`src/rtl/div_radix2_iter_pkg.sv`:
```
// Shared constants and state encoding for the iterative radix-2 divider core.
package div_radix2_iter_pkg;

    // Default operand width (RV64); RV32 builds override XLEN on the core.
    localparam int DIV_XLEN  = 64;
    localparam int DIV_CNT_W = $clog2(DIV_XLEN) + 1;

    // Handshake and boolean levels used by the front-end/core interface.
    localparam logic DIV_START  = 1'b1;
    localparam logic DATA_VALID = 1'b1;
    localparam logic BOOL_TRUE  = 1'b1;
    localparam logic ZERO       = 1'b0;

    // Core sequencing states.
    typedef enum logic [1:0] {
        DIV_ST_IDLE = 2'd0,
        DIV_ST_BUSY = 2'd1,
        DIV_ST_DONE = 2'd2
    } div_state_e;

endpackage

```
`src/rtl/div_radix2_iter_r2_step.sv`:
```
// One combinational restoring-division step: shift one dividend bit into the
// partial remainder, trial-subtract the divisor, and emit one quotient bit.
// Kept separate so a radix-4 variant can chain two of these per cycle.
module div_radix2_iter_r2_step #(
    parameter int XLEN = 64
) (
    input  logic [XLEN-1:0] r_in,
    input  logic            q_msb,
    input  logic [XLEN-1:0] d_in,
    output logic [XLEN-1:0] r_out,
    output logic            q_bit
);

    logic [XLEN:0]   trial;
    logic [XLEN-1:0] diff;

    // The trial value is one bit wider than R so the bit shifted out of R's MSB
    // still takes part in the compare; when T >= D the difference is below D,
    // so the low XLEN bits of the subtraction hold it exactly.
    always_comb begin
        trial = {r_in, q_msb};
        diff  = trial[XLEN-1:0] - d_in;
        if (trial >= {1'b0, d_in}) begin
            r_out = diff;
            q_bit = 1'b1;
        end else begin
            r_out = trial[XLEN-1:0];
            q_bit = 1'b0;
        end
    end

endmodule

```
`src/rtl/div_radix2_iter.sv`:
```
// Iterative unsigned radix-2 restoring divider core. Responds to the level
// start/hold handshake from the divide front end and returns a registered
// quotient and remainder, producing one quotient bit per cycle.
module div_radix2_iter
    import div_radix2_iter_pkg::*;
#(
    parameter int XLEN  = DIV_XLEN,
    parameter int CNT_W = $clog2(XLEN) + 1
) (
    input  logic            clk,
    input  logic            rstn,
    input  logic            hold,
    input  logic            start,
    input  logic [XLEN-1:0] dividend,
    input  logic [XLEN-1:0] divisor,
    output logic            valid,
    output logic [XLEN-1:0] q,
    output logic [XLEN-1:0] rem
);

    div_state_e      state_q, state_d;
    logic [CNT_W-1:0] cnt_q, cnt_d;
    logic [XLEN-1:0] divr_q, divr_d;
    logic [XLEN-1:0] quo_q, quo_d;
    logic [XLEN-1:0] part_q, part_d;
    logic            valid_q, valid_d;
    logic [XLEN-1:0] q_q, q_d;
    logic [XLEN-1:0] rem_q, rem_d;

    logic [XLEN-1:0] step_r;
    logic            step_bit;

    div_radix2_iter_r2_step #(
        .XLEN (XLEN)
    ) u_step (
        .r_in  (part_q),
        .q_msb (quo_q[XLEN-1]),
        .d_in  (divr_q),
        .r_out (step_r),
        .q_bit (step_bit)
    );

    // Next-state logic: operand capture in IDLE, one step per unstalled BUSY
    // cycle, abort on a dropped start, and result hand-off out of DONE.
    always_comb begin
        state_d = state_q;
        cnt_d   = cnt_q;
        divr_d  = divr_q;
        quo_d   = quo_q;
        part_d  = part_q;
        valid_d = valid_q;
        q_d     = q_q;
        rem_d   = rem_q;

        case (state_q)
            DIV_ST_IDLE: begin
                valid_d = ZERO;
                if (start == DIV_START && hold != BOOL_TRUE) begin
                    divr_d  = divisor;
                    quo_d   = dividend;
                    part_d  = '0;
                    cnt_d   = CNT_W'(XLEN);
                    state_d = DIV_ST_BUSY;
                end
            end
            DIV_ST_BUSY: begin
                if (start != DIV_START) begin
                    state_d = DIV_ST_IDLE;
                    valid_d = ZERO;
                end else if (hold != BOOL_TRUE) begin
                    part_d = step_r;
                    quo_d  = {quo_q[XLEN-2:0], step_bit};
                    cnt_d  = cnt_q - CNT_W'(1);
                    if (cnt_q == CNT_W'(1)) begin
                        q_d     = {quo_q[XLEN-2:0], step_bit};
                        rem_d   = step_r;
                        valid_d = DATA_VALID;
                        state_d = DIV_ST_DONE;
                    end
                end
            end
            DIV_ST_DONE: begin
                if (hold != BOOL_TRUE) begin
                    state_d = DIV_ST_IDLE;
                    valid_d = ZERO;
                end
            end
            default: begin
                state_d = DIV_ST_IDLE;
                valid_d = ZERO;
            end
        endcase
    end

    // All core state, cleared asynchronously so a reset aborts any operation.
    always_ff @(posedge clk or negedge rstn) begin
        if (!rstn) begin
            state_q <= DIV_ST_IDLE;
            cnt_q   <= '0;
            divr_q  <= '0;
            quo_q   <= '0;
            part_q  <= '0;
            valid_q <= ZERO;
            q_q     <= '0;
            rem_q   <= '0;
        end else begin
            state_q <= state_d;
            cnt_q   <= cnt_d;
            divr_q  <= divr_d;
            quo_q   <= quo_d;
            part_q  <= part_d;
            valid_q <= valid_d;
            q_q     <= q_d;
            rem_q   <= rem_d;
        end
    end

    assign valid = valid_q;
    assign q     = q_q;
    assign rem   = rem_q;

endmodule

```
`config.mk`:
```
export PLATFORM = sky130hd
export DESIGN_NAME = div_radix2_iter
export DESIGN_NICKNAME = d
export VERILOG_FILES = /design/src/rtl/div_radix2_iter_pkg.sv /design/src/rtl/div_radix2_iter_r2_step.sv /design/src/rtl/div_radix2_iter.sv
export SDC_FILE = /design/constraint.sdc
export NUM_CORES = 1
export LEC_CHECK = 0
export BUFFER_PORTS_ARGS = -buffer_cell sky130_fd_sc_hd__clkbuf_2
export CORE_MARGIN = 5
export CORE_UTILIZATION = 60
export DETAILED_ROUTE_END_ITERATION = 10
export GPL_TIMING_DRIVEN = 1
export PLACE_DENSITY = 0.87
export SYNTH_ARGS = -nofsm -noshare
export SYNTH_HDL_FRONTEND = slang
export SYNTH_HIERARCHICAL = 1
export SYNTH_SLANG_ARGS = --single-unit
```
`constraint.sdc`:
```
create_clock -name clk -period 7.17 [get_ports clk]
set_input_delay 0.3585 -clock clk [delete_from_list [all_inputs] [get_ports clk]]
set_output_delay 0.3585 -clock clk [all_outputs]
set_load 0.005 [all_outputs]
```
# After elaboration in Yosys (flattened, before gate mapping)
# Index checks and enable logic that the tools add are counted.
[totals]
out_inout_bits = 129
rom_bits = 0
regBits = 330
ram_bits = 0
latchBits = 0
n_memories = 0
inputBits = 132
wordCells = 54
[op_classes]
shifts = 0
n_eq_ne = 9
bitwise = 1
reduce_logical = 8
multipliers = 0
n_div = 0
n_lt_le_gt_ge = 1
addsub = 2
muxes = 25
[ops]
columns = ["cell", "count"]
rows = [
  ["$mux W64", 7],
  ["$pmux W64 S2", 2],
  ["$ge A65 B64 Y1", 1],
  ["$sub A64 B64 Y64", 1],
  ["$mux W7", 3],
  ["$pmux W7 S2", 1],
  ["$reduce_and A4 Y1", 3],
  ["$mux W2", 5],
  ["$ne A2 B2 Y1 const B", 4],
  ["$eq A7 B1 Y1 const B", 1],
  ["$sub A7 B1 Y7 const B", 1],
  ["$ne A3 B3 Y1 const B", 2],
  ["$pmux W2 S3", 1],
  ["$mux W1", 5],
  ["$reduce_and A3 Y1", 1],
  ["$eq A2 B1 Y1 const B", 1],
  ["$eq A2 B2 Y1 const B", 1],
  ["$logic_not A2 Y1", 1],
  ["$pmux W1 S2", 1],
  ["$reduce_and A2 Y1", 1],
  ["$reduce_bool A2 Y1", 1],
  ["$logic_and A1 B1 Y1", 1],
  ["$not A1 Y1", 1],
]

# Longest topological paths before layout
# Gate-level depths: netlist of run 1.
[depth]
ltp_word = 5
ltp_mapped = 16
ltp_nobuf = 14

# Modules after synthesis
# Netlist of run 1, hierarchy kept.
[modules_own_cells]
columns = ["mod", "instances", "seq_area_each_um2", "area_per_inst_um2", "cells_per_inst"]
rows = [
  ["div_radix2_iter", 1, 8257.9, 13279.0, 893],
  ["div_radix2_iter_r2_step", 1, 0.0, 4921.0, 721],
]

# Least setup slack after synthesis of run 1
# Ideal clock, no wire load.
[synth_path]
path_type = "register -> register"
start = "register part_q[33]"
end = "register rem_q[56], in the netlist rem[56]"
setup_time_ps = 125
path_slack_ps = 3596
synth_period_minus_slack_ps = 3574
n_path_buf = 1
required_ps = 7045
stages_incl_launch_ff = 14
arrival_time_ps = 3449
cell_sequence = "dfrtp_1 -> ha_1 -> a21oi_2 -> o21bai_1 -> a21oi_1 -> o21ai_0 -> a221o_1 -> a41oi_2 -> o32ai_1 -> o311a_4 -> a31oi_4 -> buf_6 -> mux2_2 -> mux2_4"
[synth_via]
elab_chain_cells = 2
elab_cells_between_ends = 3
classes_between = "add/sub: 1; order compare: 1; mux: 1"
[synth_lines]
columns = ["item", "line_no", "text"]
rows = [
  ["from (decl)", "div_radix2_iter.sv:25", "logic [XLEN-1:0] part_q, part_d;"],
  ["from (signal assigned)", "div_radix2_iter.sv:111", "part_q <= part_d;"],
  ["$sub A64 B64 Y64 or $ge A65 B64 Y1 (tied branches)", "div_radix2_iter_r2_step.sv:22, div_radix2_iter_r2_step.sv:23", ""],
  ["$mux W64 *", "div_radix2_iter_r2_step.sv:23", "if (trial >= {1'b0, d_in}) begin"],
  ["via step_r[56]", "div_radix2_iter.sv:30", "logic [XLEN-1:0] step_r;"],
  ["to (signal assigned)", "div_radix2_iter.sv:114", "rem_q <= rem_d;"],
  ["to (decl)", "div_radix2_iter.sv:28", "logic [XLEN-1:0] rem_q, rem_d;"],
]
# The timed path passes the listed nets; every way through them passes the cells marked *.
# A chain may end at the register's enable or synchronous reset.

# Final worst setup path of run 1
[layout_path]
start = "register part_q[3]"
end = "register rem_q[42], in the netlist rem[42]"
# The elaborated chain is that of the path after synthesis.

==> results.toml, run 1 <==
[final_layout]
drive_gt1_share_pct = 29.9
final_cells = 2246
multi_input_area_sq_um = 9000
fin_nets = 2027
syn2layout_area_growth_pct = 14.6
fill_cells = 2171
diodes = 0
seq_area_sq_um = 8260

[synthesis]
synth_area_leaders = "dfrtp_1 45%, mux2_4 12%, ha_1 4.5%"
yosys.cell_count.top_type = "dfrtp_1"
ys_seq_area_share_pct = 45.4
avgSynthCellArea_sq_um = 11.3
yosysWarnings = 6
synthesis.area_sq_um = 18200
syn_nets = 1813
synth_top_area_share_pct = 45.4
yosysTopAreaCell = "dfrtp_1"
synth.ff_latch_count = 330
synth_flop_cell = "dfrtp_1"
synth_edf_count = 0
async_flop_share_pct = 100
synthTopCellsByCount = "330 x dfrtp_1, 147 x mux2_4, 140 x nand2_1"
synthDistinctLibCells = 79
postSynthCellCount = 1614

[critical_path]
crit_path_end_kind = "register"
critPathMaxFanout = 32
crit_end = "rem[42]$_DFFE_PN0P_"
reg2reg_to = "rem[42]$_DFFE_PN0P_"
rrSetupSlack_ps = 2850
cp-start-kind = "register"
cp_slowest_cell = "buf_4"
critPathMostFrequentCell = "a21oi_1"
worstReg2RegStart = "part_q[3]$_DFFE_PN0P_"
ff2ff_path_depth = 13
crit_start = "part_q[3]$_DFFE_PN0P_"
slowest_delay_ps = 450
worstPathArrival_ps = 4720
critPathKind = "reg -> reg"
path_cells = "ha_1, a21o_1, a31oi_1, a21oi_1, o21ai_1, a21oi_1, a41oi_2, o32ai_1, o311a_4, a31oi_4, buf_4, mux2_1, mux2_4"
required_ps = 7570

[route]
drc = 0
drtIter0Drc = 887
wire_per_inst_um = 20.6
via_per_inst = 6.05
wirelength_um = 46300
antenna_left = 0
dr.pass1.iters = 6
vias = 13600

[clocking]
cts.sinks = 330
numCtsBuffers = 37
cts_setup_buffers = 0
clk_path_buf_depth = 3
cts_resized = 0
tritoncts = "done"
path_clk_slew_ps = 70
clockRootBuffer = "clkbuf_16"
hold_buffers = 1
cts_htree_levels = 2
clk_latency_ps = 530

[floorplanning]
die_height_um = 184
core-area_sq_um = 29800
die_w_um = 184
io_pins = 261
rows = 63
die_area_sq_um = 33900
start_util_pct = 61.1

[grt]
grt.total_usage_pct = 26.7
grt_max_degree = 163
grt_pass1_wl_um = 74500
grt_pass1_vias = 14100
antenna_found_initial = 1
overflow = 0

[placed_design]
place_inst = 2178
io_buffers = 260
place.gp.congestion = 0.911
dp_hpwl_um = 31500

[sta]
fin_skew_ps = 14.1
timing.final.crit_share_pct = 60.3
drv_slew = 0
setup_violations = 0
worstMarginPinSlew_ps = 1070
hold_viol_final = 0
rsz0062_at_grt = "no"
layout_min_cycle_time_ps = 4320
relSlewSlack_pct = 28.5
setup_tns_ps = 0
max_clock_freq_ghz = 0.231

[power_and_ir_drop]
p_leak_nw = 11.1
power_density_nw_per_um2 = 245
ir_drop_mv = 0.209

[flow_run]
maxCapViolations = 0

[worst_hold_path]
hold_path.class = "in -> reg"

[run_status]
status = "completed"
==> through the flow <==
stage / instance area (sq um) / power (mW) / setup slack, ps / hold WS, ps / utilization [%]
final: 20900 / 5.11 / 2850 / 56.9 / 70.0
after global routing: 20900 / 5.33 / 2670 / 42.3 / 70.0
after global placement: 19500 / 2.99 / 3100 / 430 / 65.4
after CTS: 20900 / 5.14 / 2960 / 37.4 / 70.0
after detailed placement: 19500 / 3.03 / 2990 / 425 / 65.4
after floorplan: 18200 / 2.75 / 3600 / 62.9 / -
==> power by group <==
group          total, mW  internal, mW  switching, mW
clock network       2.09          1.28          0.808
registers           2.17          2.03          0.139
logic              0.853         0.377          0.477
total               5.11          3.69           1.42
==> critical path, delay by kind of cell, from the launching register on <==
family	cells	cell delay [ps]
buffers and inverters	1	450
AO/OA/AOI/OAI	9	2230
adder cells (fa/ha/maj)	1	390
flip-flops	1	400
multiplexers	2	710
==> layout by cell type (no fill, tap or decap), types with 24 or more instances in the layout <==
master and instances:
dfrtp_1 330, mux2_1 55, xor2_1 24, ha_1 66, clkbuf_16 38, mux2_2 50, a21o_1 33, o21ai_0 111
mux2_4 147, inv_1 90, a21oi_1 78, clkbuf_2 259, o22ai_1 66, nand2_1 140, a22o_1 65, nor2_1 31
xnor2_1 35
==> worst min-delay path by stage <==
stage,startpoint,endpoint,cells after the start
after floorplan,rstn,cnt_q[0]$_DFFE_PN0P_,0
after global placement,rstn,rem[28]$_DFFE_PN0P_,1
after detailed placement,rstn,rem[30]$_DFFE_PN0P_,1
after CTS,divisor[14],divr_q[14]$_DFFE_PN0P_,2
after global routing,divisor[53],divr_q[53]$_DFFE_PN0P_,2
final,divisor[14],divr_q[14]$_DFFE_PN0P_,2
==> cell families (layout without fill, tap and decap cells) <==
group / Yosys count / count (layout) / share of synthesized area (%)
simple gates: 277 / 277 / 7.27
compound gates: 437 / 437 / 15.8
fa+ha+maj: 67 / 67 / 4.65
flops: 330 / 330 / 45.4
buf+inv: 189 / 431 / 5.29
mux: 255 / 255 / 18.8
xor+xnor: 59 / 59 / 2.84
==> per-layer routing <==
| layer | up-vias | share of wire, % | GRT usage, % |
|---|---|---|---|
| li1 | 6270 | - | - |
| met1 | 6745 | 42 | 35.4 |
| met2 | 487 | 47 | 43.7 |
| met3 | 94 | 7.7 | 6.63 |
| met4 | 2 | 2.8 | 8.19 |
| met5 | - | 0.028 | 0 |
==> registers in the layout (all words and copies together), names as in the netlist <==
register	cells
valid	1
quo_q	64
q	64
divr_q	64
state_q	2
rem	64
cnt_q	7
part_q	64
==> final cells by class <==
| cell class | instances | area share [%] |
|---|---|---|
| inverters | 91 | 1.64 |
| flip-flops and latches | 330 | 39.6 |
| repair buffers | 273 | 6.82 |
| multi-input cells | 1095 | 43.1 |
| well taps | 390 | 2.34 |
| clock inverters | 17 | 1.33 |
| clock buffers | 50 | 5.16 |
Power figures use the tool's default switching activity.
==> inputs of run 2 (changes only) <==
--- a/config.mk
+++ b/config.mk
@@ -7,10 +7,10 @@
 export LEC_CHECK = 0
 export BUFFER_PORTS_ARGS = -buffer_cell sky130_fd_sc_hd__clkbuf_2
 export CORE_MARGIN = 5
-export CORE_UTILIZATION = 60
+export CORE_UTILIZATION = 53
 export DETAILED_ROUTE_END_ITERATION = 10
 export GPL_TIMING_DRIVEN = 1
-export PLACE_DENSITY = 0.87
+export PLACE_DENSITY = 0.82
 export SYNTH_ARGS = -nofsm -noshare
 export SYNTH_HDL_FRONTEND = slang
 export SYNTH_HIERARCHICAL = 1
==> constraint.sdc (replaced) <==
create_clock -name clk -period 3.7 [get_ports clk]
set_input_delay 0.185 -clock clk [delete_from_list [all_inputs] [get_ports clk]]
set_output_delay 0.185 -clock clk [all_outputs]
set_load 0.005 [all_outputs]
==> results.toml, run 2 (synthesis gave the netlist of run 1 again) <==
[clocking]
numCtsBuffers = 37
cts_htree_levels = 2
clk_path_buf_depth = 3
tritoncts = "done"
clk_latency_ps = 540
cts.sinks = 330
path_clk_slew_ps = 60
clockRootBuffer = "clkbuf_16"

[final_layout]
diodes = 0
syn2layout_area_growth_pct = 26.2
final_cell_mix = "330 x dfrtp_1, 259 x clkbuf_2, 147 x mux2_4"
stdcell_area_sq_um = 23000
final_common_cell = "dfrtp_1"
final_cells = 2499
drive_gt1_share_pct = 32.3
fill_cells = 2411
fin_nets = 2223
finish.utilization_pct = 68.2

[placed_design]
dp_hpwl_um = 33000
place_inst = 2296
pre_cts_ws_ps = -106
place.gp.congestion = 0.933
placed_area_sq_um = 20100
io_buffers = 260

[grt]
antenna_found_initial = 2
grt_pass1_vias = 15200
grt.total_usage_pct = 25.9
overflow = 0
grt_pass1_wl_um = 81800
grt_max_degree = 92

[floorplanning]
start_util_pct = 54.0
die_w_um = 195
rows = 67
die_height_um = 195
die_area_sq_um = 38100
io_pins = 261
core-area_sq_um = 33700

[critical_path]
cp-start-kind = "register"
worstPathArrival_ps = 4030
worstReg2RegStart = "divr_q[34]$_DFFE_PN0P_"
cpLargestDelayFamily = "compound AO/OA/AOI/OAI gates"
cp_slowest_cell = "dfrtp_1"
path_cells = "inv_1, ha_4, a21oi_4, o21bai_1, a21oi_1, o21ai_0, a221o_1, a41oi_2, o32ai_2, o311a_4, a31oi_4, buf_12, clkbuf_16, mux2_1, mux2_4"
required_ps = 4110
crit_path_end_kind = "register"
critPathMaxFanout = 10
path_buf_inv = 3
slowest_delay_ps = 400
critPathKind = "reg -> reg"
crit_start = "divr_q[34]$_DFFE_PN0P_"

[run_status]
status = "completed"

[power_and_ir_drop]
ir_drop_mv = 0.345
power_density_nw_per_um2 = 425
p_leak_nw = 12.0
p_total_mw = 9.76

[route]
vias = 14600
dr.pass1.iters = 7
wire_per_inst_um = 20.8
via_per_inst = 5.86
drc = 0
wirelength_um = 51900
antenna_left = 0
drtIter0Drc = 1110

[sta]
timing.hold.ws_ps = 36.6
setup_violations = 0
drv_slew = 0
layout_min_cycle_time_ps = 3620
setup_tns_ps = 0
hold_viol_final = 0
worstMarginPinSlew_ps = 1000
fin_skew_ps = 17.7
setup_ws_ps = 78.0
relSlewSlack_pct = 33.0
timing.final.crit_share_pct = 97.9
max_clock_freq_ghz = 0.276

[flow_run]
maxCapViolations = 0

[worst_hold_path]
hold_path.class = "in -> reg"
hp-start = "dividend[60]"
==> run 2: cell types whose count changed in the layout (fill, tap and decap cells not counted), sizes merged <==
cell         change
dlygate4sd3    +126
buf             +67
bufinv           -4
clkbuf           +4
clkinvlp         +4
clkinv           -3
inv              +1
==> run 2: layout make-up <==
| class | instances | area, sq um | area share (%) |
|---|---|---|---|
| Clock inverter | 15 | 160 | 0.697 |
| Multi-Input combinational cell | 1095 | 9230 | 40.2 |
| Timing Repair Buffer | 469 | 3400 | 14.8 |
| Clock buffer | 51 | 1030 | 4.48 |
| Tap cell | 448 | 561 | 2.44 |
| Inverter | 91 | 342 | 1.49 |
| Sequential cell | 330 | 8260 | 35.9 |
==> run 2: path summary, 6_finish.rpt <==
| check | end | slack [ps] | cells after the start |
|---|---|---|---|
| max reg2reg | rem[42]$_DFFE_PN0P_ | 80 | 15 |
| min in group asynchronous | rem[29]$_DFFE_PN0P_ | 270 | 2 |
| max | rem[42]$_DFFE_PN0P_ | 80 | 15 |
| min reg2reg | quo_q[63]$_DFFE_PN0P_ | 480 | 2 |
| max in group asynchronous | quo_q[0]$_DFFE_PN0P_ | 2450 | 3 |
| min | quo_q[60]$_DFFE_PN0P_ | 40 | 3 |
==> run 2: timing repair <==
| item | CTS | global route |
|---|---|---|
| endpoints found under the setup margin | 87 | 125 |
| pin swaps | 2 | 8 |
| cloned | 1 | 4 |
| resized for setup | 11 | 44 |
| hold buffers | 127 | 0 |
| buffers inserted | 1 | 4 |
| hold endpoints to repair | 214 | 0 |
==> run 2: layer usage <==
layer  wire length (um)  vias to the layer above  global-route usage (%)
met5                 21                        -                       0
met4               1710                        4                    8.02
met3               4000                      129                    6.55
met2              25100                      648                    43.5
met1              21100                     7209                    33.2
li1                   -                     6653                       -
==> run 2: tightest hold or removal path, stage by stage <==
cell,delay (ps)
clkbuf_2,90
o22ai_1,70
o21ai_0,170
==> run 2: power breakdown <==
group | switching (mW) | internal [mW] | total [mW]
Combinational | 1.03 | 0.908 | 1.94
Clock | 1.51 | 2.11 | 3.62
Sequential | 0.270 | 3.94 | 4.21
Total | 2.81 | 6.95 | 9.76
==> inputs of run 3 (changes only) <==
--- a/config.mk
+++ b/config.mk
@@ -5,12 +5,13 @@
 export SDC_FILE = /design/constraint.sdc
 export NUM_CORES = 1
 export LEC_CHECK = 0
+export ABC_AREA = 0
 export BUFFER_PORTS_ARGS = -buffer_cell sky130_fd_sc_hd__clkbuf_2
 export CORE_MARGIN = 5
-export CORE_UTILIZATION = 53
+export CORE_UTILIZATION = 35
 export DETAILED_ROUTE_END_ITERATION = 10
 export GPL_TIMING_DRIVEN = 1
-export PLACE_DENSITY = 0.82
+export PLACE_DENSITY = 0.59
 export SYNTH_ARGS = -nofsm -noshare
 export SYNTH_HDL_FRONTEND = slang
 export SYNTH_HIERARCHICAL = 1
==> results.toml, run 3 (synthesis gave the netlist of run 1 again) <==
[run_status]
status = "completed"

[grt]
grt.total_usage_pct = 17.7
grt_pass1_vias = 15100
grt_max_degree = 127
antenna_found_initial = 6
overflow = 0
grt_pass1_wl_um = 82300

[clocking]
clk_latency_ps = 560
tritoncts = "done"
cts.sinks = 330
clk_path_buf_depth = 3
clockRootBuffer = "clkbuf_16"
numCtsBuffers = 39
cts_htree_levels = 2
path_clk_slew_ps = 60

[route]
antenna_left = 0
wire_per_inst_um = 18.8
drtIter0Drc = 739
dr.pass1.iters = 5
via_per_inst = 5.11
vias = 14200
wirelength_um = 52100
drc = 0

[power_and_ir_drop]
ir_drop_mv = 0.392
power_frac_comb_pct = 19.7
p_leak_nw = 12.3
p_sw_mw = 2.85
power_density_nw_per_um2 = 424
p_int_mw = 7.31
switching_share_pct = 28.0
seq_power_share_pct = 41.3
clockPowerShare_pct = 39.1
p_total_mw = 10.2

[placed_design]
dp_hpwl_um = 35900
place.gp.congestion = 0.877
io_buffers = 260
place_inst = 2566
placed_area_sq_um = 20700
pre_cts_ws_ps = -134

[sta]
rsz0062_at_grt = "yes"
setup_tns_ps = 0
layout_min_cycle_time_ps = 3650
relSlewSlack_pct = 26.8
worstMarginPinSlew_ps = 1100
setup_violations = 0
hold_viol_final = 0
timing.hold.ws_ps = 222
max_clock_freq_ghz = 0.274
timing.final.crit_share_pct = 98.7
fin_skew_ps = 15.3
setup_ws_ps = 46.4
drv_slew = 0

[critical_path]
reg2reg_to = "rem[7]$_DFFE_PN0P_"
worstReg2RegStart = "divr_q[32]$_DFFE_PN0P_"
rrSetupSlack_ps = 50
critPathKind = "reg -> reg"
cp-start-kind = "register"
crit_start = "divr_q[32]$_DFFE_PN0P_"
crit_path_end_kind = "register"
critPathMaxFanout = 12
worstPathArrival_ps = 4090
crit_end = "rem[7]$_DFFE_PN0P_"
ff2ff_path_depth = 14
required_ps = 4140

[final_layout]
fill_cells = 4792
fin_nets = 2268
final_cells = 2780
syn2layout_area_growth_pct = 31.5
stdcell_area_sq_um = 23900
final_cell_mix = "330 x dfrtp_1, 259 x clkbuf_2, 177 x mux2_4"
finish.utilization_pct = 46.6
drive_gt1_share_pct = 35.7
multi_input_area_sq_um = 9440
seq_area_sq_um = 8260
final_common_cell = "dfrtp_1"

[floorplanning]
start_util_pct = 35.4
die_area_sq_um = 56700
rows = 83
core-area_sq_um = 51400
die_height_um = 238
io_pins = 261
die_w_um = 238

[flow_run]
maxCapViolations = 0

[worst_hold_path]
hold_path.class = "in -> async"
-- run 3: cell types whose count changed in the layout (fill, tap and decap cells not counted), moves of 5 or more --
cell,previous run,this run
buf_4,67,107
mux2_1,47,13
clkinv_2,2,7
mux2_4,147,177
-- run 3: final cells by class --
type	instances	share of cell area [%]
multi-input combinational	1095	39.4
sequential	330	34.5
timing repair buffer	512	15.5
clock buffer	52	4.62
tap	680	3.56
inverter	91	1.43
clock inverter	18	0.925
antenna	2	0.0209
-- run 3: critical path: stages, from the launching register on --
cell and delay, ps:
dfrtp_1 380, inv_1 110, ha_4 220, a21oi_2 150, a21boi_2 190, o2111ai_1 130
a221o_1 380, a41oi_4 250, o32ai_4 150, o311a_4 340, a31oi_4 240, buf_12 180
buf_12 170, mux2_2 370, mux2_2 260
-- run 3: what timing repair did --
item,4_1_cts,5_1_grt
setup buffers,1,6
gates resized for setup,17,109
hold endpoints to repair,209,0
hold buffers,131,0
gates cloned,1,3
endpoints found under the setup margin,75,124
pin swaps,3,9
-- run 3: power groups by stage --
| stage | logic, mW | clock network, mW | registers (mW) |
|---|---|---|---|
| floorplan | 1.17 | 0 | 4.17 |
| global placement | 1.78 | 0 | 4.23 |
| detailed placement | 1.80 | 0 | 4.25 |
| CTS | 1.94 | 4.11 | 4.19 |
| global route | 2.20 | 4.25 | 4.23 |
| finish | 2.00 | 3.97 | 4.19 |
-- run 3: worst min path at each step --
stage / from / end / cells past startpoint
2_1_floorplan: rstn / cnt_q[0]$_DFFE_PN0P_ / 0
5_1_grt: rstn / rem[30]$_DFFE_PN0P_ / 2
6_report: rstn / part_q[31]$_DFFE_PN0P_ / 2
3_5_place_dp: rstn / part_q[30]$_DFFE_PN0P_ / 1
4_1_cts: rstn / part_q[30]$_DFFE_PN0P_ / 2
3_3_place_gp: rstn / rem[30]$_DFFE_PN0P_ / 1
-- run 3: routing by layer --
metal  wire length (um)  share of wire (%)  GRT usage, %  vias up
met2              24000                 46          28.7      360
met4               1190                2.3          4.75        8
met3               3190                6.1          4.43       75
met5                 42              0.081             0        -
met1              23700                 46          23.7     6986
li1                   -                  -             -     6768
